==> src/rtl/kd_tree_root_ctrl.sv <==
// Root sequencer for the kd-tree node array: tree reset, center fill, sort-axis configuration.
// Optional per-phase watchdog enabled by defining KD_CTRL_TIMEOUT_EN.
module kd_tree_root_ctrl #(
  parameter int unsigned DATA_W      = 24,
  parameter int unsigned CMD_W       = 5,
  parameter int unsigned CNT_W       = 8,
  parameter int unsigned TIMEOUT_CYC = 1024
) (
  input  logic              i_clk,
  input  logic              i_rst,
  input  logic              i_start,
  input  logic [CNT_W-1:0]  i_num_centers,
  input  logic [DATA_W-1:0] i_axis_init,
  input  logic [DATA_W-1:0] i_center_data,
  input  logic              i_center_valid,
  output logic              o_center_ready,
  output logic [CMD_W-1:0]  o_cmd_to_root,
  output logic [DATA_W-1:0] o_data_to_root,
  input  logic [CMD_W-1:0]  i_cmd_from_root,
  input  logic [DATA_W-1:0] i_data_from_root,
  output logic              o_busy,
  output logic              o_done,
  output logic              o_error
);

  localparam logic [CMD_W-1:0] CMD_NOP       = CMD_W'(5'b00000);
  localparam logic [CMD_W-1:0] CMD_RST       = CMD_W'(5'b11111);
  localparam logic [CMD_W-1:0] CMD_RST_DONE  = CMD_W'(5'b11110);
  localparam logic [CMD_W-1:0] CMD_FILL      = CMD_W'(5'b00001);
  localparam logic [CMD_W-1:0] CMD_FILL_DONE = CMD_W'(5'b00101);
  localparam logic [CMD_W-1:0] CMD_AXIS      = CMD_W'(5'b00010);
  localparam logic [CMD_W-1:0] CMD_AXIS_DONE = CMD_W'(5'b00111);

  typedef enum logic [2:0] {
    S_IDLE, S_RST, S_FILL, S_FILL_WAIT, S_AXIS, S_DONE, S_ERROR
  } state_t;

  state_t             r_state, w_state_nxt;
  logic [CNT_W-1:0]   r_num, w_num_nxt;
  logic [DATA_W-1:0]  r_axis, w_axis_nxt;
  logic [CNT_W-1:0]   r_count, w_count_nxt, w_count_inc;
  logic [CMD_W-1:0]   r_cmd, w_cmd_nxt;
  logic [DATA_W-1:0]  r_data, w_data_nxt;
  logic               r_ready, r_busy, r_done, r_error;
  logic               w_ready_nxt, w_busy_nxt, w_done_nxt, w_error_nxt;
  logic               w_accept;
  logic               w_unused;

  // Root data bus is debug-only; fold it away so it stays visibly unused.
  assign w_unused = ^{i_data_from_root, 32'(TIMEOUT_CYC)};

  assign w_accept    = (r_state == S_FILL) && r_ready && i_center_valid;
  assign w_count_inc = (r_count == '1) ? r_count : r_count + CNT_W'(1);

`ifdef KD_CTRL_TIMEOUT_EN
  localparam int unsigned WD_W = $clog2(TIMEOUT_CYC + 1);

  logic [WD_W-1:0] r_wd;
  logic            w_wd_phase;
  logic            w_wd_expire;

  assign w_wd_phase  = (r_state == S_RST) || (r_state == S_FILL_WAIT) || (r_state == S_AXIS);
  assign w_wd_expire = w_wd_phase && (r_wd == WD_W'(TIMEOUT_CYC - 1));

  // Phase watchdog: restarts on every state change; host stalls in FILL do not count.
  always_ff @(posedge i_clk) begin
    if (i_rst) begin
      r_wd <= '0;
    end else if (w_state_nxt != r_state) begin
      r_wd <= '0;
    end else if ((w_wd_phase || (r_state == S_FILL && i_center_valid)) && (r_wd != '1)) begin
      r_wd <= r_wd + WD_W'(1);
    end
  end
`endif

  always_ff @(posedge i_clk) begin
    if (i_rst) begin
      r_state <= S_IDLE;
      r_num   <= '0;
      r_axis  <= '0;
      r_count <= '0;
      r_cmd   <= CMD_NOP;
      r_data  <= '0;
      r_ready <= 1'b0;
      r_busy  <= 1'b0;
      r_done  <= 1'b0;
      r_error <= 1'b0;
    end else begin
      r_state <= w_state_nxt;
      r_num   <= w_num_nxt;
      r_axis  <= w_axis_nxt;
      r_count <= w_count_nxt;
      r_cmd   <= w_cmd_nxt;
      r_data  <= w_data_nxt;
      r_ready <= w_ready_nxt;
      r_busy  <= w_busy_nxt;
      r_done  <= w_done_nxt;
      r_error <= w_error_nxt;
    end
  end

  // Next state, then registered outputs derived from the state being entered.
  always_comb begin
    w_state_nxt = r_state;
    w_num_nxt   = r_num;
    w_axis_nxt  = r_axis;
    w_count_nxt = r_count;
    w_cmd_nxt   = CMD_NOP;
    w_data_nxt  = '0;

    unique case (r_state)
      S_IDLE, S_DONE: begin
        if (i_start) begin
          w_num_nxt   = i_num_centers;
          w_axis_nxt  = i_axis_init;
          w_count_nxt = '0;
          w_state_nxt = S_RST;
        end
      end
      S_RST: begin
        if (i_cmd_from_root == CMD_RST_DONE) begin
          w_state_nxt = (r_num == '0) ? S_AXIS : S_FILL;
        end
      end
      S_FILL: begin
        if (i_cmd_from_root == CMD_FILL_DONE) begin
          w_state_nxt = S_ERROR;
        end else if (w_accept) begin
          w_count_nxt = w_count_inc;
          if (w_count_inc == r_num) begin
            w_state_nxt = S_FILL_WAIT;
          end
        end
      end
      S_FILL_WAIT: begin
        if (i_cmd_from_root == CMD_FILL_DONE) begin
          w_state_nxt = S_AXIS;
        end
      end
      S_AXIS: begin
        if (i_cmd_from_root == CMD_AXIS_DONE) begin
          w_state_nxt = S_DONE;
        end
      end
      S_ERROR: w_state_nxt = S_ERROR;
      default: w_state_nxt = S_IDLE;
    endcase

`ifdef KD_CTRL_TIMEOUT_EN
    if (w_wd_expire && (w_state_nxt == r_state)) begin
      w_state_nxt = S_ERROR;
    end
`endif

    unique case (w_state_nxt)
      S_RST: begin
        w_cmd_nxt  = CMD_RST;
        w_data_nxt = '0;
      end
      S_FILL: begin
        w_cmd_nxt  = w_accept ? CMD_FILL : CMD_NOP;
        w_data_nxt = w_accept ? i_center_data : r_data;
      end
      S_FILL_WAIT: begin
        w_cmd_nxt  = CMD_FILL;
        w_data_nxt = w_accept ? i_center_data : r_data;
      end
      S_AXIS: begin
        w_cmd_nxt  = CMD_AXIS;
        w_data_nxt = w_axis_nxt;
      end
      default: begin
        w_cmd_nxt  = CMD_NOP;
        w_data_nxt = '0;
      end
    endcase
  end

  assign w_ready_nxt = (w_state_nxt == S_FILL);
  assign w_busy_nxt  = (w_state_nxt != S_IDLE) && (w_state_nxt != S_DONE) &&
                       (w_state_nxt != S_ERROR);
  assign w_done_nxt  = (w_state_nxt == S_DONE);
  assign w_error_nxt = (w_state_nxt == S_ERROR);

  assign o_center_ready = r_ready;
  assign o_cmd_to_root  = r_cmd;
  assign o_data_to_root = r_data;
  assign o_busy         = r_busy;
  assign o_done         = r_done;
  assign o_error        = r_error;

endmodule

==> config.mk <==
export PLATFORM = sky130hd
export DESIGN_NAME = kd_tree_root_ctrl
export DESIGN_NICKNAME = d
export VERILOG_FILES = /design/src/rtl/kd_tree_root_ctrl.sv
export SDC_FILE = /design/constraint.sdc
export NUM_CORES = 1
export LEC_CHECK = 0
export ABC_AREA = 1
export BUFFER_PORTS_ARGS = -buffer_cell sky130_fd_sc_hd__buf_2
export CAP_MARGIN = 20
export CELL_PAD_IN_SITES_DETAIL_PLACEMENT = 1
export CELL_PAD_IN_SITES_GLOBAL_PLACEMENT = 2
export CORE_ASPECT_RATIO = 0.8
export CORE_MARGIN = 2
export CORE_UTILIZATION = 26
export CTS_BUF_LIST = sky130_fd_sc_hd__clkbuf_16
export DETAILED_ROUTE_END_ITERATION = 6
export PLACE_DENSITY = 0.85
export SLEW_MARGIN = 10
export SYNTH_ARGS = -nofsm -noshare
export SYNTH_HDL_FRONTEND = slang
export SYNTH_SLANG_ARGS = --single-unit
==> constraint.sdc <==
create_clock -name i_clk -period 2.38 [get_ports i_clk]
set_input_delay 0 -clock i_clk [delete_from_list [all_inputs] [get_ports i_clk]]
set_output_delay 0 -clock i_clk [all_outputs]
set_load 0.01 [all_outputs]
==> results of run 1 <==
[flip-flops by register name (all words and copies together), names as in the netlist]
| register | count |
|---|---|
| o_data_to_root | 24 |
| r_axis | 24 |
| r_count | 8 |
| o_busy | 1 |
| o_center_ready | 1 |
| r_num | 8 |
| o_cmd_to_root | 3 |
| o_error | 1 |
| o_done | 1 |
| r_state | 3 |
[what timing repair did]
item                                   CTS  global route
hold buffers                            29             0
gates resized for setup                  0             9
endpoints found under the hold margin   29             0
setup endpoints to repair                0            27
setup buffers                            0             8
[path summary, 6_finish.rpt]
check                                              from                               to  slack (ns)  cells after the start
worst max-delay path            r_count[0]$_SDFFE_PP0P_      o_cmd_to_root[1]$_SDFF_PP0_        0.15                     16
worst min-delay path                  i_center_data[18]  o_data_to_root[18]$_SDFFE_PP0P_        0.01                      3
worst max register to register  r_count[0]$_SDFFE_PP0P_      o_cmd_to_root[1]$_SDFF_PP0_        0.15                     16
worst min register to register  r_count[7]$_SDFFE_PP0P_          r_count[7]$_SDFFE_PP0P_        0.50                      2
[stage by stage]
| step | power (uW) | worst slack [ns] | TNS, ns |
|---|---|---|---|
| 4_1_cts | 3320 | 0.00126 | 0 |
| 3_3_place_gp | 1990 | 0.130 | 0 |
| 3_5_place_dp | 2020 | 0.0373 | 0 |
| 5_1_grt | 3490 | -0.0213 | -0.0387 |
| 6_report | 3310 | 0.152 | 0 |
| 2_1_floorplan | 1800 | 0.504 | 0 |
[power by group]
group | internal [uW] | switching [uW] | total (uW)
Combinational | 250 | 431 | 681
Clock | 704 | 553 | 1260
Sequential | 1330 | 42.9 | 1370
[worst max-delay path, delay by kind of cell (launching register included)]
| family | cells | cell delay (ns) |
|---|---|---|
| AND/OR/NAND/NOR | 13 | 1.35 |
| buffers and inverters | 1 | 0.15 |
| adder cells (fa/ha/maj) | 1 | 0.20 |
| AO/OA/AOI/OAI | 1 | 0.12 |
| flip-flops | 1 | 0.34 |
[cells in the mapped netlist, drive strengths merged]
cell,instances,area share (%)
a21oi,43,6.0
nor4,2,0.35
clkinv,1,0.14
xnor2,2,0.49
a32oi,1,0.24
ha,1,0.35
clkbuf,15,1.6
nor2,54,6.4
dfxtp,74,41
a22o,1,0.24
nand3b,2,0.42
nor3,4,1.0
nand4,27,4.7
buf,15,3.2
xor2,1,0.24
o211ai,1,0.35
o21ai,83,12
a211oi,1,0.21
o221ai,1,0.42
nand3,22,3.1
inv,78,8.2
nand2,85,9.6
[metal layers]
| layer | wire length [um] | part of all wire (%) |
|---|---|---|
| met3 | 550 | 4.4 |
| met1 | 5840 | 46 |
| met2 | 5860 | 47 |
| met4 | 307 | 2.4 |
| met5 | 0 | 0 |
[area by class of cell]
type / instances / area share, %
antenna: 1 / 0.0512
clock buffer: 9 / 4.61
clock inverter: 7 / 0.896
inverter: 79 / 6.09
multi-input combinational: 332 / 34.5
sequential: 74 / 30.3
tap: 180 / 4.61
timing repair buffer: 144 / 18.9
[logic make-up (layout without fill, tap and decap cells)]
group	Yosys count	in the layout	share of synthesized area [%]
fa+ha+maj	1	1	0.348
simple gates	196	197	25.5
xor+xnor	3	3	0.732
buf+inv	109	239	13.0
other cells	0	1	0
compound gates	131	131	19.1
flops	74	74	41.2
==> flow_summary_export.csv, run 1 <==
group,metric,value,unit
finish,fin_util,36.1,%
sta,hold-worst-slack,0.0128,ns
synthesis,ys_ff_latch,74,
sta,worstMarginPinSlew,0.657,ns
worst_setup_path,worst_path_max_delay_cell,"dfxtp_1",
placed_design,port_buffers,97,
grt,antenna_found_initial,1,
clock_network,ctsRootBufferMaster,"clkbuf_16",
sta,setup_viol,0,
sta,fmax,0.449,GHz
synthesis,ys_seq_area_share,41.2,%
sta,slew_headroom,56.2,%
placed_design,gp_congestion,0.827,
finish,nFillCells,1720,
routing,antenna_left,0,
grt,grt-ovfl-total,0,
grt,grtUsageMet3,4.60,%
finish,seq_area,1480,sq um
worst_setup_path,required,2.65,ns
clock_network,cts_buffer_depth,2,
worst_setup_path,arrival,2.50,ns
clock_network,insertion_delay,0.34,ns
sta,finalHoldViolations,0,
clock_network,clk_pin_slew,0.06,ns
power,p_leak,0.00208,uW
finish,multi_input_area,1690,sq um
clock_network,tritoncts,"yes",
finish,final_cell_mix,"97 x buf_2, 77 x nand2_1, 74 x inv_1, 73 x dfxtp_1, 45 x nor2_1",
worst_setup_path,worstSetupPathType,"register to register",
power,power_density,677,nW/um^2
floorplan,die_y,109,um
synthesis,ys_types,33,
synthesis,avgSynthCellArea,6.99,sq um
finish,layout.nets,730,
job,drv_cap,0,
power,ir_drop,0.344,mV
clock_network,cts_buffers,9,
routing,drc_errors,0,
routing,drt-total-wl,12600,um
synthesis,yosys_warnings,0,
clock_network,cts_sinks,74,
grt,grt_max_degree,49,
floorplan,initial_core_util,26.5,%
finish,postLayoutCellArea,4890,sq um
synthesis,synth_nets,604,
worst_hold_path,min_path_type,"primary input to register",
routing,via_count,3904,
placed_design,dp.final_hpwl,8400,um
sta,finalClockSkew,0.00901,ns
worst_setup_path,crit_fanout,5,
sta,maxSlewViolCount,0,
grt,globalRouteMet2Util,28.5,%
floorplan,std_cell_rows,38,
worst_setup_path,crit_top_cell,"nand2_1",
worst_setup_path,worstPathCellList,"ha_2 -> nand2_1 -> nor2_4 -> nand2_4 -> nand2_2 -> nand2_1 -> nand2_1 -> nand2_1 -> nor2_1 -> nand3_2 -> nor2_4 -> nor2_4 -> buf_4 -> nor2_2 -> nand2_1 -> a21oi_1",
clock_network,h-tree-depth,3,
finish,drive_above_1_share,25.0,%
floorplan,coreArea,13600,sq um
floorplan,die-area,14800,sq um
outcome,status,"complete, no violations",
worst_setup_path,slowest_delay,0.34,ns
grt,grtUsageMet1,22.1,%
placed_design,dpl_cell_area,4230,sq um
grt,grt_pass1_wl,20100,um
placed_design,dp_cells,771,
routing,drtIter0Drc,187,
floorplan,die_w,135,um
finish,fin_cells,826,
grt,grt_pass1_vias,4027,
routing,via_per_inst,4.73,
synthesis,netlist_instances,514,
grt,busiest_layer,"met2",
sta,post-route-min-period,2.23,ns
grt,grt_use_total,17.3,%
worst_setup_path,cp-end-kind,"register",
worst_setup_path,critPathLaunchType,"register",
floorplan,pin_count,122,
routing,wl_per_cell,15.2,um
finish,syn2layout_area_growth,36.1,%
sta,fin_crit_sh,93.6,%
routing,dr.pass1.iters,4,
finish,final_common_cell,"buf_2",
synthesis,netlist_area,3590,sq um
(Power assumes the default switching activity.)
==> inputs of run 2 (changes only) <==
--- a/config.mk
+++ b/config.mk
@@ -12,10 +12,10 @@
 export CELL_PAD_IN_SITES_GLOBAL_PLACEMENT = 2
 export CORE_ASPECT_RATIO = 0.8
 export CORE_MARGIN = 2
-export CORE_UTILIZATION = 26
+export CORE_UTILIZATION = 29
 export CTS_BUF_LIST = sky130_fd_sc_hd__clkbuf_16
 export DETAILED_ROUTE_END_ITERATION = 6
-export PLACE_DENSITY = 0.85
+export PLACE_DENSITY = 0.93
 export SLEW_MARGIN = 10
 export SYNTH_ARGS = -nofsm -noshare
 export SYNTH_HDL_FRONTEND = slang
==> constraint.sdc (replaced) <==
create_clock -name i_clk -period 2.7 [get_ports i_clk]
set_input_delay 0 -clock i_clk [delete_from_list [all_inputs] [get_ports i_clk]]
set_output_delay 0 -clock i_clk [all_outputs]
set_load 0.01 [all_outputs]
==> flow_summary_export.csv, run 2 (same netlist as run 1, synthesis figures left out) <==
group,metric,value,unit
routing,drc_errors,0,
placed_design,dp.final_hpwl,8410,um
sta,finalClockSkew,0.00855,ns
floorplan,initial_core_util,29.6,%
clock_network,cts_buffers,9,
grt,grt_pass1_wl,20400,um
worst_setup_path,crit_fanout,25,
worst_hold_path,min_path_type,"primary input to register",
grt,grt_max_degree,50,
floorplan,die-area,13300,sq um
floorplan,die_y,104,um
worst_setup_path,required,2.96,ns
job,drv_cap,0,
finish,nFillCells,1527,
clock_network,insertion_delay,0.34,ns
worst_setup_path,arrival,2.74,ns
grt,grt_pass1_vias,4201,
finish,drive_above_1_share,25.5,%
finish,final_cell_mix,"97 x buf_2, 79 x nand2_1, 74 x inv_1, 74 x dfxtp_1, 46 x nor2_1",
grt,grt-ovfl-total,0,
clock_network,tritoncts,"yes",
sta,rsz0062_at_grt,"no",
clock_network,ctsRootBufferMaster,"clkbuf_16",
sta,hold-worst-slack,0.0202,ns
grt,grt_use_total,19.3,%
power,ir_drop,0.355,mV
placed_design,gp_congestion,0.828,
sta,fin_crit_sh,91.8,%
finish,layout.nets,741,
routing,dr.pass1.iters,4,
worst_setup_path,cp-end-kind,"register",
grt,antenna_found_initial,0,
placed_design,dp_cells,762,
clock_network,cts_sinks,74,
finish,antenna_cells,0,
sta,slew_headroom,64.3,%
sta,setup_viol,0,
sta,maxSlewViolCount,0,
sta,fin_setup_tns,0,ns
floorplan,std_cell_rows,36,
sta,finalHoldViolations,0,
worst_setup_path,r2r_setup_slack,0.22,ns
clock_network,clk_pin_slew,0.06,ns
floorplan,die_w,128,um
placed_design,port_buffers,97,
clock_network,cts_buffer_depth,2,
outcome,status,"complete, no violations",
worst_setup_path,worstSetupPathType,"register to register",
routing,drtIter0Drc,195,
sta,fmax,0.404,GHz
worst_setup_path,critPathLaunchType,"register",
routing,wl_per_cell,15.2,um
power,p_leak,0.00216,uW
routing,via_count,3913,
finish,fin_cells,808,
floorplan,coreArea,12100,sq um
placed_design,dpl_cell_area,4340,sq um
power,p_total,3030,uW
sta,worstMarginPinSlew,0.535,ns
finish,postLayoutCellArea,4960,sq um
routing,drt-total-wl,12300,um
finish,final_common_cell,"buf_2",
clock_network,h-tree-depth,3,
sta,post-route-min-period,2.48,ns
floorplan,pin_count,122,
power,power_density,611,nW/um^2
finish,syn2layout_area_growth,38.0,%
routing,antenna_left,0,
routing,via_per_inst,4.84,
[run 2: metal layers]
layer	up-vias	track usage (%)	part of all wire (%)
met3	13	4.96	4.1
li1	1957	-	-
met4	0	5.34	1.4
met5	-	0	0
met1	1868	24.4	47
met2	75	32.5	47
[run 2: worst max-delay path, cell delays in order, from the launching register on]
cell	delay [ns]
dfxtp_1	0.46
inv_2	0.10
nor3_2	0.19
inv_1	0.08
nor2_1	0.11
inv_1	0.08
o211ai_2	0.18
inv_2	0.10
nand2_2	0.07
clkinv_2	0.31
nand2_4	0.40
o21ai_0	0.15
a21oi_1	0.15
[run 2: per-stage QoR]
stage | util, % | setup WS, ns
after floorplan | - | 0.824
after global placement | 35.6 | -0.0397
after detailed placement | 35.8 | 0.223
after CTS | 40.7 | 0.162
after global routing | 40.9 | 0.0151
final | 40.9 | 0.222
[run 2: repair_timing]
item / CTS / global route
hold buffers: 29 / 0
setup buffers: 0 / 0
gates resized for setup: 0 / 0
hold endpoints to repair: 29 / 0
[run 2: power by group]
part | internal [uW] | total [uW] | leakage, uW | switching, uW
combinational | 228 | 602 | 0.00141 | 375
clock | 722 | 1220 | 0.000142 | 501
sequential | 1170 | 1210 | 0.000603 | 36.3
[run 2: worst paths after layout]
kind	cells past startpoint	endpoint	startpoint
hold reg to reg	2	r_count[5]$_SDFFE_PP0P_	r_count[5]$_SDFFE_PP0P_
setup reg to reg	12	o_data_to_root[8]$_SDFFE_PP0P_	r_state[0]$_SDFF_PP0_
setup / recovery	12	o_data_to_root[8]$_SDFFE_PP0P_	r_state[0]$_SDFF_PP0_
hold / removal	3	o_data_to_root[6]$_SDFFE_PP0P_	i_center_data[6]
[run 2: area by class of cell]
| cell class | count | area [sq um] | share of cell area [%] |
|---|---|---|---|
| Inverter | 79 | 298 | 6.01 |
| Multi-Input combinational cell | 331 | 1650 | 33.2 |
| Clock buffer | 9 | 225 | 4.54 |
| Sequential cell | 74 | 1480 | 29.9 |
| Clock inverter | 7 | 76.3 | 1.54 |
| Tap cell | 152 | 190 | 3.84 |
| Timing Repair Buffer | 156 | 1040 | 21.0 |
==> inputs of run 3 (changes only) <==
--- a/config.mk
+++ b/config.mk
@@ -7,8 +7,8 @@
 export LEC_CHECK = 0
 export ABC_AREA = 1
 export BUFFER_PORTS_ARGS = -buffer_cell sky130_fd_sc_hd__buf_2
-export CAP_MARGIN = 20
-export CELL_PAD_IN_SITES_DETAIL_PLACEMENT = 1
+export CAP_MARGIN = 30
+export CELL_PAD_IN_SITES_DETAIL_PLACEMENT = 2
 export CELL_PAD_IN_SITES_GLOBAL_PLACEMENT = 2
 export CORE_ASPECT_RATIO = 0.8
 export CORE_MARGIN = 2
==> flow_summary_export.csv, run 3 (same netlist as run 1, synthesis figures left out) <==
group,metric,value,unit
outcome,status,"complete, no violations",
power,power_density,651,nW/um^2
finish,fin_cells,802,
worst_setup_path,worstSetupPathType,"register to register",
worst_setup_path,arrival,2.82,ns
clock_network,insertion_delay,0.36,ns
grt,grt_max_degree,50,
floorplan,coreArea,12100,sq um
grt,grt-ovfl-total,0,
routing,drtIter0Drc,232,
finish,syn2layout_area_growth,38.5,%
sta,fmax,0.391,GHz
routing,antenna_left,0,
job,drv_cap,0,
floorplan,initial_core_util,29.6,%
sta,worstMarginPinSlew,0.598,ns
clock_network,cts_sinks,74,
grt,grt_use_total,29.3,%
routing,wl_per_cell,24.1,um
floorplan,die_w,128,um
placed_design,dpl_cell_area,4370,sq um
worst_setup_path,cp-end-kind,"register",
placed_design,dp_cells,763,
routing,wl_met2,9840,um
floorplan,die-area,13300,sq um
finish,antenna_cells,0,
grt,grt_pass1_vias,4899,
finish,postLayoutCellArea,4980,sq um
routing,wl_met1,7610,um
grt,grt_pass1_wl,29200,um
floorplan,pin_count,122,
clock_network,clk_pin_slew,0.06,ns
floorplan,die_y,104,um
routing,via_count,4289,
sta,finalHoldViolations,0,
sta,hold-worst-slack,0.0195,ns
worst_setup_path,required,2.96,ns
routing,drt-total-wl,19400,um
routing,routed.top_layer,"met4",
finish,layout.nets,737,
clock_network,ctsRootBufferMaster,"clkbuf_16",
worst_hold_path,min_path_type,"primary input to register",
sta,setup_viol,0,
finish,drive_above_1_share,26.3,%
clock_network,cts_buffer_depth,2,
sta,slew_headroom,60.1,%
sta,finalClockSkew,0.0131,ns
routing,via_per_inst,5.35,
power,p_leak,0.00216,uW
sta,maxSlewViolCount,0,
routing,drc_errors,0,
placed_design,port_buffers,97,
power,ir_drop,0.289,mV
finish,final_cell_mix,"97 x buf_2, 78 x nand2_1, 74 x inv_1, 73 x dfxtp_1, 45 x nor2_1",
worst_setup_path,critPathLaunchType,"register",
finish,final_common_cell,"buf_2",
clock_network,tritoncts,"yes",
routing,wl_met3,779,um
sta,fin_crit_sh,94.8,%
placed_design,gp_congestion,0.828,
clock_network,h-tree-depth,3,
grt,antenna_found_initial,0,
floorplan,std_cell_rows,36,
worst_setup_path,crit_fanout,8,
sta,post-route-min-period,2.56,ns
placed_design,dp.final_hpwl,10900,um
routing,dr.pass1.iters,4,
clock_network,cts_buffers,9,
sta,rsz0062_at_grt,"no",
run 3: changes by cell type in the layout (fill, tap and decap cells not counted), moves of 2 or more:
cell / previous run / this run
clkinv_2: 2 / 0
dlygate4sd3_1: 29 / 24
nor2_2: 6 / 4
nor2_4: 2 / 5
run 3: worst max-delay path, stage by stage (launching register included):
cell and delay, ns:
dfxtp_2 0.37, ha_1 0.21, nand2_2 0.13, nor2_4 0.21
nand2_4 0.13, nand2_1 0.19, nand2_1 0.09, nand2_1 0.11
inv_1 0.06, nand3_1 0.12, nor2_4 0.07, nor2_4 0.19
buf_12 0.15, buf_4 0.13, nand4_1 0.09, a21oi_1 0.22
run 3: area by class of cell:
class	count	area, sq um
Clock buffer	9	225
Clock inverter	5	80.1
Fill cell	1426	7140
Inverter	79	299
Multi-Input combinational cell	331	1690
Sequential cell	74	1480
Tap cell	152	190
Timing Repair Buffer	152	1010
run 3: final timing paths:
path | start | to | slack, ns | depth (start not counted)
hold / removal | i_center_data[5] | o_data_to_root[5]$_SDFFE_PP0P_ | 0.02 | 3
setup reg to reg | r_count[0]$_SDFFE_PP0P_ | o_data_to_root[8]$_SDFFE_PP0P_ | 0.14 | 15
hold reg to reg | r_num[1]$_SDFFE_PP0P_ | r_num[1]$_SDFFE_PP0P_ | 0.52 | 2
setup / recovery | r_count[0]$_SDFFE_PP0P_ | o_data_to_root[8]$_SDFFE_PP0P_ | 0.14 | 15
run 3: stage by stage:
stage	setup slack [ns]	power, uW	setup TNS [ns]	util (%)
final	0.141	3240	0	41.1
after global routing	0.0369	3350	0	41.1
after CTS	0.0263	3170	0	40.6
after detailed placement	0.0888	1830	0	36.0
after global placement	-0.0397	1740	-0.183	35.6
after floorplan	0.824	1590	0	-
run 3: power breakdown:
part | switching [uW] | internal (uW) | leakage [uW] | total [uW]
Combinational | 457 | 240 | 0.00141 | 697
Sequential | 46.3 | 1170 | 0.000604 | 1220
Clock | 527 | 800 | 0.000145 | 1330
Total | 1030 | 2210 | 0.00216 | 3240
run 3: repair_timing:
item,4_1_cts,5_1_grt
hold endpoints to repair,24,0
resized for setup,1,10
hold buffers,24,0
setup buffers,0,1
setup endpoints to repair,1,30
pin swaps,0,2
run 3: layer usage:
metal  vias to the layer above  GRT usage, %
met5                         -             0
met4                         0          18.2
met3                        67          5.53
met2                       150          50.6
met1                      2137          33.1
li1                       1935             -
